[src/rtl/patp_mem_interface.sv]
// PATP memory bridge: turns CU read/write strobes into a mem_req/mem_ack handshake and stalls the CU meanwhile.
// Optional REQ watchdog with sticky err flag is built in when MEM_TIMEOUT_EN is defined.
module patp_mem_interface #(
    parameter int DATA_W  = 8,
    parameter int ADDR_W  = 5,
    parameter int TIMEOUT = 15
) (
    input  logic              clk,
    input  logic              rst,
    input  logic              read,
    input  logic              write,
    input  logic [ADDR_W-1:0] addr,
    input  logic [DATA_W-1:0] wdata,
    input  logic              oe_ms,
    output logic [DATA_W-1:0] ms_data,
    output logic              stall,
    output logic              mem_req,
    output logic              mem_we,
    output logic [ADDR_W-1:0] mem_addr,
    output logic [DATA_W-1:0] mem_wdata,
    input  logic [DATA_W-1:0] mem_rdata,
    input  logic              mem_ack,
    output logic              err
);

    typedef enum logic [1:0] {
        IDLE = 2'd0,
        REQ  = 2'd1,
        DONE = 2'd2
    } state_t;

    state_t            state_reg;
    logic              mem_req_reg;
    logic              mem_we_reg;
    logic [ADDR_W-1:0] mem_addr_reg;
    logic [DATA_W-1:0] mem_wdata_reg;
    logic [DATA_W-1:0] rdata_reg;
    logic              strobe;

    assign strobe = read | write;

`ifdef MEM_TIMEOUT_EN
    localparam int CNT_W = (TIMEOUT < 1) ? 1 : $clog2(TIMEOUT + 1);

    logic [CNT_W-1:0] wait_cnt_reg;
    logic [CNT_W-1:0] wait_cnt_next;
    logic             err_reg;

    assign wait_cnt_next = wait_cnt_reg + 1'b1;
    assign err           = err_reg;
`else
    // TIMEOUT is only meaningful when the watchdog is compiled in.
    logic unused_timeout;
    assign unused_timeout = (TIMEOUT == 0);
    assign err            = 1'b0;
`endif

    always_ff @(posedge clk or negedge rst) begin
        if (!rst) begin
            state_reg     <= IDLE;
            mem_req_reg   <= 1'b0;
            mem_we_reg    <= 1'b0;
            mem_addr_reg  <= '0;
            mem_wdata_reg <= '0;
            rdata_reg     <= '0;
`ifdef MEM_TIMEOUT_EN
            wait_cnt_reg  <= '0;
            err_reg       <= 1'b0;
`endif
        end else begin
            case (state_reg)
                IDLE: begin
                    if (strobe) begin
                        mem_addr_reg  <= addr;
                        mem_wdata_reg <= wdata;
                        mem_we_reg    <= write;  // write wins when both strobes are high
                        mem_req_reg   <= 1'b1;
                        state_reg     <= REQ;
`ifdef MEM_TIMEOUT_EN
                        wait_cnt_reg  <= '0;
`endif
                    end
                end
                REQ: begin
                    if (mem_ack) begin
                        if (!mem_we_reg) begin
                            rdata_reg <= mem_rdata;
                        end
                        mem_req_reg <= 1'b0;
                        state_reg   <= DONE;
                    end
`ifdef MEM_TIMEOUT_EN
                    else if (wait_cnt_next == CNT_W'(TIMEOUT)) begin
                        if (!mem_we_reg) begin
                            rdata_reg <= '1;
                        end
                        err_reg     <= 1'b1;
                        mem_req_reg <= 1'b0;
                        state_reg   <= DONE;
                    end else begin
                        wait_cnt_reg <= wait_cnt_next;
                    end
`endif
                end
                DONE: begin
                    // Hold here until the CU drops its strobe so it cannot retrigger.
                    if (!strobe) begin
                        state_reg <= IDLE;
                    end
                end
                default: begin
                    state_reg   <= IDLE;
                    mem_req_reg <= 1'b0;
                end
            endcase
        end
    end

    assign mem_req   = mem_req_reg;
    assign mem_we    = mem_we_reg;
    assign mem_addr  = mem_addr_reg;
    assign mem_wdata = mem_wdata_reg;
    assign ms_data   = oe_ms ? rdata_reg : '0;
    assign stall     = ((state_reg == IDLE) && strobe) || (state_reg == REQ);

endmodule

[config.mk]
export PLATFORM = sky130hd
export DESIGN_NAME = patp_mem_interface
export DESIGN_NICKNAME = d
export VERILOG_FILES = /design/src/rtl/patp_mem_interface.sv
export SDC_FILE = /design/constraint.sdc
export NUM_CORES = 1
export LEC_CHECK = 0
export ABC_CLOCK_PERIOD_IN_PS = 2430
export BUFFER_PORTS_ARGS = -buffer_cell sky130_fd_sc_hd__buf_2
export CAP_MARGIN = 20
export CORE_MARGIN = 2
export CORE_UTILIZATION = 48
export DETAILED_ROUTE_END_ITERATION = 10
export PLACE_DENSITY = 0.81
export SYNTH_ARGS = -nofsm -noshare
export SYNTH_HDL_FRONTEND = slang
export SYNTH_SLANG_ARGS = --single-unit
[constraint.sdc]
create_clock -name clk -period 2.43 [get_ports clk]
set_input_delay 0.1215 -clock clk [delete_from_list [all_inputs] [get_ports clk]]
set_output_delay 0.1215 -clock clk [all_outputs]
set_load 0.05 [all_outputs]
==> metrics.yaml, run 1 <==
outcome: "completed"
vias_per_cell: 4.843
cp_data_required_time_ns: 2.31
worstRegToRegCells: 2
ant_nets: 0
max_slew_margin_pct: 41.81
htreeDepth: 1
yosysWarnings: 0
cts_buffers: 3
place_area_um2: 1328
r2r_slack_ns: 0.98
clk_path_buf_depth: 2
cts-root-buf: "clkbuf_4"
fillers: 190
placeableCoreArea_um2: 2170
yosys.area_share.simple_pct: 10.04
finalSetupTns_ns: 0
worstSetupStartpoint: "state_reg[0]"
critPathKind: "flop to output port"
synthAdderAreaFrac_pct: 0
antenna_found_initial: 0
grt_pass1_wl_um: 3056
holdWs_ns: 0.02005
drt_iter0_drc: 6
vias: 741
final_common_cell: "buf_2"
period_share_pct: 60.75
num_rows: 17
arrival_ns: 1.35
cap_violations: 0
setup_viol: 0
rsz0062_at_grt: "false"
grt_start_max_net_pins: 26
yosys.cell_types.count: 19
track_usage_pct: 16.08
seq_area_frac_synth_pct: 58.34
hold_class: "primary input to flop"
synth_compound_area_share_pct: 3.267
drive_gt1_share_pct: 61.60
cp-end-kind: "output port"
multi_input_area_um2: 416.7
fin_area_um2: 1365
grt_pass1_vias: 695
start_kind: "flop"
syn_nets: 100
clkTransAtPathRegs_ns: 0.13
r2r-end: "rdata_reg[5]"
cts_sinks: 25
dieWidth_um: 51.27
layout_common_cells: "buf_2, dfrtp_1, mux2_2, mux2_4, and2_1"
slew_violations: 0
syn_area_um2: 1072
start_util_pct: 49.42
worstPathMaxFanout: 7
drt-wirelength-per-cell_um: 12.78
io_buffers: 50
tightest_slew_ns: 0.8728
dr.pass1.iters: 4
seq_area_um2: 625.6
synthMuxAreaShare_pct: 25.20
period_minus_slack_ns: 1.476
timing.fmax_mhz: 677.4
fin_nets: 153
gp_congestion: 0.6954
cts_tree: "done"
synth_area_per_cell_um2: 14.69
dieArea_um2: 2628
grt-ovfl-total: 0
synth_xor_xnor_area_share_pct: 0
post-route-drc-count: 0
clk_latency_ns: 0.32
io_pins: 52
synthCells: 73
rr_startpoint: "state_reg[1]"
antenna_cells: 0
worst_clock_skew_ns: 0.001238
wl_um: 1955
cp-endpoint: "stall"
ys_seq_elements: 25
ctsResizeCount: 0
area_growth_pct: 27.30
synth_top_family_by_area: "multiplexers"
hold_viol: 0
die_h_um: 51.27
-- critical path, cell delays in order, from the launching register on --
cell     delay (ns)
dfrtp_1        0.47
nor3_1         0.29
nor2_1         0.06
buf_2          0.21
-- synthesized netlist by cell type --
cell / number / area share (%)
dfrtp_1: 25 / 58
mux2_2: 12 / 13
mux2_4: 9 / 13
and2_1: 8 / 4.7
buf_6: 2 / 2.1
nand2_1: 2 / 0.70
nor2_1: 2 / 0.70
o21ai_0: 2 / 0.93
a211oi_1: 1 / 0.70
a22o_1: 1 / 0.82
and4bb_1: 1 / 1.2
buf_4: 1 / 0.70
conb_1: 1 / 0.35
nand2b_1: 1 / 0.58
nand3_1: 1 / 0.47
nand3b_1: 1 / 0.70
nor2_2: 1 / 0.58
nor3_1: 1 / 0.47
o21ai_2: 1 / 0.82
-- routing by layer --
metal	part of all wire (%)	track usage, %
met1	42	18.73
met2	47	26.41
met3	8.4	3.801
met4	2.5	10.53
met5	0	0
-- cell families after synthesis --
family	count (synthesis)
AO/OA/AOI/OAI	5
buffers and inverters	3
flip-flops	25
multiplexers	21
other	1
AND/OR/NAND/NOR	18
-- how the worst min path moves through the flow --
stage	start	to	slack [ns]	cells after the start
floorplan	rst	mem_addr[0]	-0.17	0
global placement	rst	mem_addr[0]	0.13	1
detailed placement	rst	mem_addr[1]	0.13	1
CTS	mem_rdata[1]	rdata_reg[1]	0.02	2
global route	wdata[7]	mem_wdata[7]	0.007	2
finish	mem_ack	state_reg[0]	0.02	2
-- area by class of cell --
class	instances	area share (%)
multi-input combinational	45	30.52
clock inverter	1	0.3666
timing repair buffer	51	19.07
tap	28	2.566
clock buffer	3	1.650
sequential	25	45.83
-- stage by stage --
step,std cells,util [%],worst slack [ns]
2_1_floorplan,73,-,0.9568
3_3_place_gp,148,61.19,0.9786
3_5_place_dp,148,61.19,0.9172
4_1_cts,153,62.92,0.9521
5_1_grt,153,62.92,0.8393
6_report,153,62.92,0.9537
-- timing repair --
item	4_1_cts	5_1_grt
hold endpoints to repair	25	0
hold buffers	1	0
buffers inserted	0	0
Power of run 1 is left out: the tool's default activity adds up to more than one toggle a clock period on the data nets, which glitch-free logic cannot reach.
==> run 2: changes to the inputs <==
Settings changed: ABC_CLOCK_PERIOD_IN_PS 2430 to 1220, CORE_UTILIZATION 48 to 40, PLACE_DENSITY 0.81 to 0.72.
Clock period 2.43 ns to 1.22 ns, I/O delays scaled along.
==> run 2 against run 1 <==
Compared with the run above:
- the flow now finishes with violations (negative setup slack)
- die area up 18%
- final area up 30%
- sequential share of layout area down 11 points
- via count up 16%
- worst setup slack worse by 1.1 ns
- global-route usage up 1.3 points
- register-to-register slack worse by 1.1 ns
- utilization up 8.3 points
- cell count up 22%
- critical path type is now flop to flop
- critical endpoint is now mem_addr[2]
- highest routed layer unchanged
==> metrics.yaml, run 2 (same netlist as run 1, synthesis figures left out) <==
drt_iter0_drc: 19  # +13
timing.fmax_mhz: 752.8
start_util_pct: 42.89  # -6.5 points
ant_nets: 0  # unchanged
hold_viol: 0  # unchanged
final_common_cell: "buf_2"
num_rows: 18  # +1
critPathKind: "flop to flop"
setup_viol: 22  # +22
power_density_nw_per_um2: 2909
cts_sinks: 25  # unchanged
worstPathMaxFanout: 7  # unchanged
period_share_pct: 108.9
slew_violations: 0  # unchanged
cp_data_required_time_ns: 1.44  # -0.87 ns
htreeDepth: 1  # unchanged
placeableCoreArea_um2: 2500  # +15%
outcome: "finished with violations"
cts_tree: "done"
fin_total_pwr_mw: 5.175
gp_congestion: 0.7621  # +9.6%
die_h_um: 55.78  # +8.8%
period_minus_slack_ns: 1.328
layout_common_cells: "buf_2, dfrtp_1, dlygate4sd3_1, mux2_4, and2_1"
tightest_slew_ns: 0.5388  # -0.3340 ns
dieWidth_um: 55.78  # +8.8%
area_growth_pct: 65.93
post-route-drc-count: 0  # unchanged
dr.pass1.iters: 4  # unchanged
io_buffers: 50  # unchanged
io_pins: 52  # unchanged
worst_clock_skew_ns: 0.002160  # +0.0009214 ns
finalSetupTns_ns: -1.868  # -1.868 ns
pre_cts_slack_ns: -0.06740  # -0.9846 ns
clkTransAtPathRegs_ns: 0.14  # about the same
grt_pass1_wl_um: 4209  # +38%
cts_buffers: 3  # unchanged
vias_per_cell: 4.610  # -4.8%
cap_violations: 0  # unchanged
fillers: 174  # -8.4%
rsz0062_at_grt: "true"
track_usage_pct: 17.33  # +1.3 points
hold_class: "primary input to flop"
antenna_cells: 0  # unchanged
start_kind: "flop"
grt_pass1_vias: 931  # +34%
ir_drop_mv: 2.265
dieArea_um2: 3111  # +18%
fin_nets: 185  # +21%
max_slew_margin_pct: 64.08  # +22 points
p_leak_nw: 0.8948
dpl.hpwl_um: 1578
grt_start_max_net_pins: 26  # unchanged
antenna_found_initial: 0  # unchanged
r2r_slack_ns: -0.11  # -1.09 ns
setup_slack_ns: -0.1084  # -1.062 ns
cts-root-buf: "clkbuf_4"
vias: 862  # +16%
drive_gt1_share_pct: 57.32  # -4.3 points
grt-ovfl-total: 0  # unchanged
drt-wirelength-per-cell_um: 13.26  # +3.8%
wl_um: 2480  # +27%
clk_path_buf_depth: 2  # unchanged
cp-end-kind: "flop"
arrival_ns: 1.55  # +0.20 ns
violations: "negative setup slack"
clk_latency_ns: 0.31  # about the same
## run 2: stage by stage
step                area, µm²  hold WS, ns  instances  utilization (%)
floorplan                1104      -0.2346         73                -
global placement         1431      0.07326        156            57.26
detailed placement       1431      0.07724        156            57.26
CTS                      1739      0.05689        185            69.57
global route             1779      0.07326        187            71.17
finish                   1779      0.09198        187            71.17
## run 2: critical path, cell delays in order (launching register included)
cell       delay (ns)
dfrtp_1          0.43
buf_6            0.13
nor2_4           0.12
o21ai_4          0.10
clkbuf_16        0.17
mux2_4           0.29
## run 2: where the power goes
group / switching (mW) / total, mW / internal [mW]
registers: 0.240 / 1.50 / 1.26
clock network: 0.251 / 0.376 / 0.125
logic: 1.91 / 3.30 / 1.39
total: 2.40 / 5.18 / 2.77
## run 2: path summary, 6_finish.rpt
kind                         startpoint  cells after the start            to
min in group asynchronous           rst                      2  rdata_reg[7]
min                               write                      2        mem_we
max reg2reg                state_reg[0]                      5   mem_addr[2]
min reg2reg                mem_wdata[3]                      1  mem_wdata[3]
max                        state_reg[0]                      5   mem_addr[2]
max in group asynchronous           rst                      2        mem_we
## run 2: final cells by class
class	instances	area (µm²)	area share, %
clock buffer	3	22.52	1.266
multi-input combinational	45	473.0	26.58
tap	30	37.54	2.110
timing repair buffer	83	611.8	34.39
clock inverter	1	7.507	0.4219
sequential	25	626.9	35.23
## run 2: per-layer routing
| layer | GRT usage [%] | up-vias | wire [µm] |
|---|---|---|---|
| li1 | - | 419 | - |
| met1 | 22.14 | 404 | 1013 |
| met2 | 30.61 | 37 | 1321 |
| met3 | 2.093 | 2 | 134 |
| met4 | 5.226 | 0 | 10 |
| met5 | 0 | - | 0 |
## run 2: timing repair
item                       4_1_cts  5_1_grt
pin swaps                        3        2
setup endpoints to repair       18       22
setup buffers                    2        1
resized for setup                8        1
hold buffers                    23        0
gates cloned                     0        1
hold endpoints to repair        47        0
No activity file was read; power rests on OpenSTA's default activity.
